`src/rtl/ctrl_pkg.sv`:
```
// ctrl_pkg: opcodes, FSM state encoding and datapath mux/ALUOp codes shared by the multi-cycle controller
package ctrl_pkg;
  localparam logic [6:0] OP_R      = 7'b0110011;
  localparam logic [6:0] OP_I      = 7'b0010011;
  localparam logic [6:0] OP_LOAD   = 7'b0000011;
  localparam logic [6:0] OP_STORE  = 7'b0100011;
  localparam logic [6:0] OP_BRANCH = 7'b1100011;
  typedef enum logic [3:0] {
    IDLE, FETCH, DECODE, EXECR, EXECI, ALUWB, MEMADR, MEMRD, MEMWB, MEMWR, BEQ, FAULT
  } state_t;
  localparam logic [1:0] SRCA_PC     = 2'b00;
  localparam logic [1:0] SRCA_OLDPC  = 2'b01;
  localparam logic [1:0] SRCA_RS1    = 2'b10;
  localparam logic [1:0] SRCB_RS2    = 2'b00;
  localparam logic [1:0] SRCB_IMM    = 2'b01;
  localparam logic [1:0] SRCB_FOUR   = 2'b10;
  localparam logic [1:0] RES_ALUOUT  = 2'b00;
  localparam logic [1:0] RES_MEM     = 2'b01;
  localparam logic [1:0] RES_ALU     = 2'b10;
  localparam logic [1:0] ALUOP_ADD   = 2'b00;
  localparam logic [1:0] ALUOP_SUB   = 2'b01;
  localparam logic [1:0] ALUOP_FUNCT = 2'b10;
endpackage

```
`src/rtl/mem_wait_timer.sv`:
```
// mem_wait_timer: counts consecutive not-ready memory cycles (clk, rst, clr, en in; timeout out when count==WAIT_MAX-1)
module mem_wait_timer #(
  parameter int WAIT_MAX = 15,
  parameter int CNT_W = 4
) (
  input  logic clk,
  input  logic rst,
  input  logic clr,
  input  logic en,
  output logic timeout
);
  logic [CNT_W-1:0] cnt;
  always_ff @(posedge clk) cnt <= (rst || clr) ? '0 : en ? cnt + CNT_W'(1) : cnt;
  assign timeout = cnt == CNT_W'(WAIT_MAX - 1);
endmodule

```
`src/rtl/multicycle_controller.sv`:
```
// multicycle_controller: RV32I multi-cycle control FSM (clk/reset, Opcode/Zero/MemReady in; mux selects, enables, strobes, ALUOp, Fault/FaultCause out)
module multicycle_controller
  import ctrl_pkg::*;
#(
  parameter int OPCODE_W = 7,
  parameter int ALUOP_W = 2,
  parameter int WAIT_MAX = 15,
  parameter int CNT_W = 4
) (
  input  logic                clk,
  input  logic                reset,
  input  logic [OPCODE_W-1:0] Opcode,
  input  logic                Zero,
  input  logic                MemReady,
  output logic                PCWrite,
  output logic                IRWrite,
  output logic                AdrSrc,
  output logic [1:0]          ALUSrcA,
  output logic [1:0]          ALUSrcB,
  output logic [ALUOP_W-1:0]  ALUOp,
  output logic [1:0]          ResultSrc,
  output logic                RegWrite,
  output logic                MemRead,
  output logic                MemWrite,
  output logic                Fault,
  output logic                FaultCause
);
  state_t state, next;
  logic cause, timeout, mem_state;
  logic [1:0] aluop;
  assign mem_state = state inside {FETCH, MEMRD, MEMWR};
  mem_wait_timer #(.WAIT_MAX(WAIT_MAX), .CNT_W(CNT_W)) u_timer (
    .clk(clk),
    .rst(reset),
    .clr(!mem_state || MemReady),
    .en(!MemReady),
    .timeout(timeout)
  );
  always_comb begin
    next = state;
    case (state)
      IDLE: next = FETCH;
      FETCH, MEMRD, MEMWR: next = MemReady ? (state == FETCH ? DECODE : state == MEMRD ? MEMWB : FETCH)
                                           : timeout ? FAULT : state;
      DECODE: next = Opcode == OP_R ? EXECR : Opcode == OP_I ? EXECI
                   : (Opcode == OP_LOAD || Opcode == OP_STORE) ? MEMADR
                   : Opcode == OP_BRANCH ? BEQ : FAULT;
      EXECR, EXECI: next = ALUWB;
      MEMADR: next = Opcode == OP_LOAD ? MEMRD : MEMWR;
      FAULT: next = FAULT;
      default: next = FETCH;
    endcase
  end
  always_ff @(posedge clk) begin
    state <= reset ? IDLE : next;
    cause <= reset ? 1'b0 : (next == FAULT && state != FAULT) ? mem_state : cause;
  end
  always_comb begin
    {PCWrite, IRWrite, AdrSrc, RegWrite, MemRead, MemWrite} = '0;
    ALUSrcA = SRCA_PC;
    ALUSrcB = SRCB_RS2;
    aluop = ALUOP_ADD;
    ResultSrc = RES_ALUOUT;
    case (state)
      FETCH: begin MemRead = 1'b1; ALUSrcB = SRCB_FOUR; ResultSrc = RES_ALU; IRWrite = MemReady; PCWrite = MemReady; end
      DECODE: begin ALUSrcA = SRCA_OLDPC; ALUSrcB = SRCB_IMM; end
      EXECR: begin ALUSrcA = SRCA_RS1; aluop = ALUOP_FUNCT; end
      EXECI: begin ALUSrcA = SRCA_RS1; ALUSrcB = SRCB_IMM; aluop = ALUOP_FUNCT; end
      ALUWB: RegWrite = 1'b1;
      MEMADR: begin ALUSrcA = SRCA_RS1; ALUSrcB = SRCB_IMM; end
      MEMRD: begin MemRead = 1'b1; AdrSrc = 1'b1; end
      MEMWB: begin RegWrite = 1'b1; ResultSrc = RES_MEM; end
      MEMWR: begin MemWrite = 1'b1; AdrSrc = 1'b1; end
      BEQ: begin ALUSrcA = SRCA_RS1; aluop = ALUOP_SUB; PCWrite = Zero; end
      default: ;
    endcase
  end
  assign ALUOp = ALUOP_W'(aluop);
  assign Fault = state == FAULT;
  assign FaultCause = Fault && cause;
endmodule

```
`config.mk`:
```
export PLATFORM = sky130hd
export DESIGN_NAME = multicycle_controller
export DESIGN_NICKNAME = d
export VERILOG_FILES = /design/src/rtl/ctrl_pkg.sv /design/src/rtl/mem_wait_timer.sv /design/src/rtl/multicycle_controller.sv
export SDC_FILE = /design/constraint.sdc
export NUM_CORES = 1
export LEC_CHECK = 0
export ABC_AREA = 1
export ABC_CLOCK_PERIOD_IN_PS = 3100
export CAP_MARGIN = 25
export CORE_MARGIN = 4
export CORE_UTILIZATION = 48
export CTS_BUF_LIST = sky130_fd_sc_hd__clkbuf_8
export DETAILED_ROUTE_END_ITERATION = 8
export GPL_TIMING_DRIVEN = 0
export PLACE_DENSITY = 0.89
export SYNTH_ARGS = -nofsm -noshare
export SYNTH_HDL_FRONTEND = slang
export SYNTH_SLANG_ARGS = --single-unit
```
`constraint.sdc`:
```
create_clock -name clk -period 3.1 [get_ports clk]
set_input_delay 0.62 -clock clk [delete_from_list [all_inputs] [get_ports clk]]
set_output_delay 0.62 -clock clk [all_outputs]
set_load 0.02 [all_outputs]
```
==> flow_summary.yaml <==
outcome:
  status: "finished, final reports clean"
sta:
  finalHoldViolations: 0
  fin_skew_ns: 0.000885
  worst_pin_slew_ns: 0.326
  rsz0062_at_grt: "no"
  fin_ws_ns: 0.144
  clock.fmax_mhz: 338
  slew_violations: 0
  fin_crit_sh: 0.954
  period_minus_slack_ns: 2.96
  setup_viol: 0
  slew_headroom: 0.777
  finalSetupTns_ns: 0
min_path:
  hold_start: "u_timer.cnt[0]$_SDFFE_PP0N_"
  min_path_type: "reg2reg"
flow_run:
  maxCapViolCount: 0
cts:
  cts_root_buf: "clkbuf_8"
  cts.clk_slew.worst_paths_ns: 0.04
  clock_latency_ns: 0.23
  tritoncts: "yes"
  clock-sinks: 9
  cts_made_buffers: 3
  cts_max_path_buffers: 2
  htree_levels: 1
  post_cts_resized: 0
  post-cts-setup-buffers: 0
  cts_hold_buf: 0
synth:
  synth_nets: 138
  ys_seq_elements: 9
  synth_warnings: 0
  synth_seq_area_share: 0.251
  ys_types: 21
  syn_area_um2: 718
  synth_area_per_cell_um2: 5.75
  syn_inst: 125
global_routing:
  antenna_found_initial: 0
  grt_use_met1: 0.254
  overflow: 0
  met3_usage: 0.0508
  grt.busiest_layer: "met2"
  grt_first_pass_wirelength_mm: 3.32
  grt_max_degree: 11
  grt_use_met2: 0.379
  grt.total_usage: 0.221
  grt_pass1_vias: 795
critical_path:
  path_class: "in2out"
  crit_path_start_kind: "primary input"
  endpoint_kind: "output pin"
  worst-path-max-fanout: 10
  r2r-start: "state[2]$_SDFF_PP0_"
  crit_path_start: "MemReady"
  crit_required_ns: 2.48
  cp.arrival_ns: 2.34
floorplan:
  start_util: 0.532
  core_area_um2: 1350
  fp.dieH_um: 46.7
  die_x_um: 46.7
  row_count: 13
  ios: 27
  dieArea_um2: 2180
detailed_routing:
  via_per_inst: 5.27
  final_antenna_net_count: 0
  drt_iter0_drc: 19
  drt-pass1-iter-count: 4
  wl_per_cell_um: 12.3
  routed_wl_mm: 2.09
  drcViolationCount: 0
  dr_total_vias: 896
placed_design:
  place_hpwl_mm: 1.68
  numPortBuffers: 26
  gp_congestion: 0.884
  pre_cts_slack_ns: 0.190
pwr:
  p_leak_nw: 0.470
  vdd.ir_drop.worst_uv: 284
  powerDensity_nw_per_um2: 437
final_layout:
  finalNetCount: 169
  area_growth_pct: 45.1
  layout_commonest_cell: "nor2_1"
  final_cell_mix: "nor2_1, clkdlybuf4s50_1, nand2_1"
  layout-drive-gt1-share: 0.135
  diodes: 0
-- final cells by class --
type	instances	area [um^2]
sequential	9	180
fill	108	308
multi-input combinational	97	467
clock inverter	1	3.75
inverter	19	71.3
clock buffer	3	41.3
timing repair buffer	26	260
tap	15	18.8
-- through the flow --
| step | instances | total power [mW] | util | instance area [um^2] | hold WS, ns |
|---|---|---|---|---|---|
| after global routing | 170 | 0.484 | 0.772 | 1040 | 0.526 |
| after floorplan | 125 | 0.248 | - | 718 | 0.430 |
| after CTS | 170 | 0.456 | 0.772 | 1040 | 0.481 |
| final | 170 | 0.455 | 0.772 | 1040 | 0.477 |
| after global placement | 166 | 0.319 | 0.739 | 997 | 0.444 |
| after detailed placement | 166 | 0.324 | 0.739 | 997 | 0.459 |
-- power breakdown --
part | total [mW] | switching [mW] | internal, mW
registers | 0.132 | 0.00849 | 0.124
logic | 0.192 | 0.114 | 0.0780
clock network | 0.131 | 0.0446 | 0.0861
total | 0.455 | 0.167 | 0.288
-- worst max-delay path: stages --
cell and delay (ns):
clkdlybuf4s50_1 0.55, clkinv_1 0.26, o21ai_0 0.26, clkdlybuf4s50_1 0.64
-- final timing paths --
check | slack [ns] | cells past startpoint | endpoint
worst max-delay path | 0.14 | 4 | PCWrite
worst min-delay path | 0.48 | 1 | u_timer.cnt[0]$_SDFFE_PP0N_
worst max register to register | 1.57 | 10 | cause$_SDFFE_PP0P_
worst min register to register | 0.48 | 1 | u_timer.cnt[0]$_SDFFE_PP0N_
-- cell families after synthesis --
group / after synthesis / synth area share
and+or+nand+nor: 82 / 0.505
AOI/OAI and AO/OA: 12 / 0.0976
adders and majority gates: 2 / 0.0348
buffers and inverters: 19 / 0.0993
xor gates and xnor gates: 1 / 0.0122
DFF: 9 / 0.251
-- synth_stat cells, drive strengths merged --
master / count / share of area
dfxtp: 9 / 0.25
ha: 2 / 0.035
a2111oi: 1 / 0.012
or2: 2 / 0.017
o21ai: 5 / 0.035
nor2: 34 / 0.20
inv: 18 / 0.094
nand3: 14 / 0.098
nand2: 29 / 0.17
nand4: 3 / 0.026
xor2: 1 / 0.012
clkinv: 1 / 0.0052
a31oi: 1 / 0.0087
a21oi: 4 / 0.033
o22ai: 1 / 0.0087
-- routing by layer --
metal	vias to the layer above	share of wire
met2	31	0.48
met3	4	0.068
met4	0	0.018
met5	-	0
met1	401	0.43
li1	460	-
-- state kept, by name (all words and copies together) (netlist names) --
name and flops:
u_timer.cnt 4, state 4, cause 1
(Power assumes the default switching activity.)
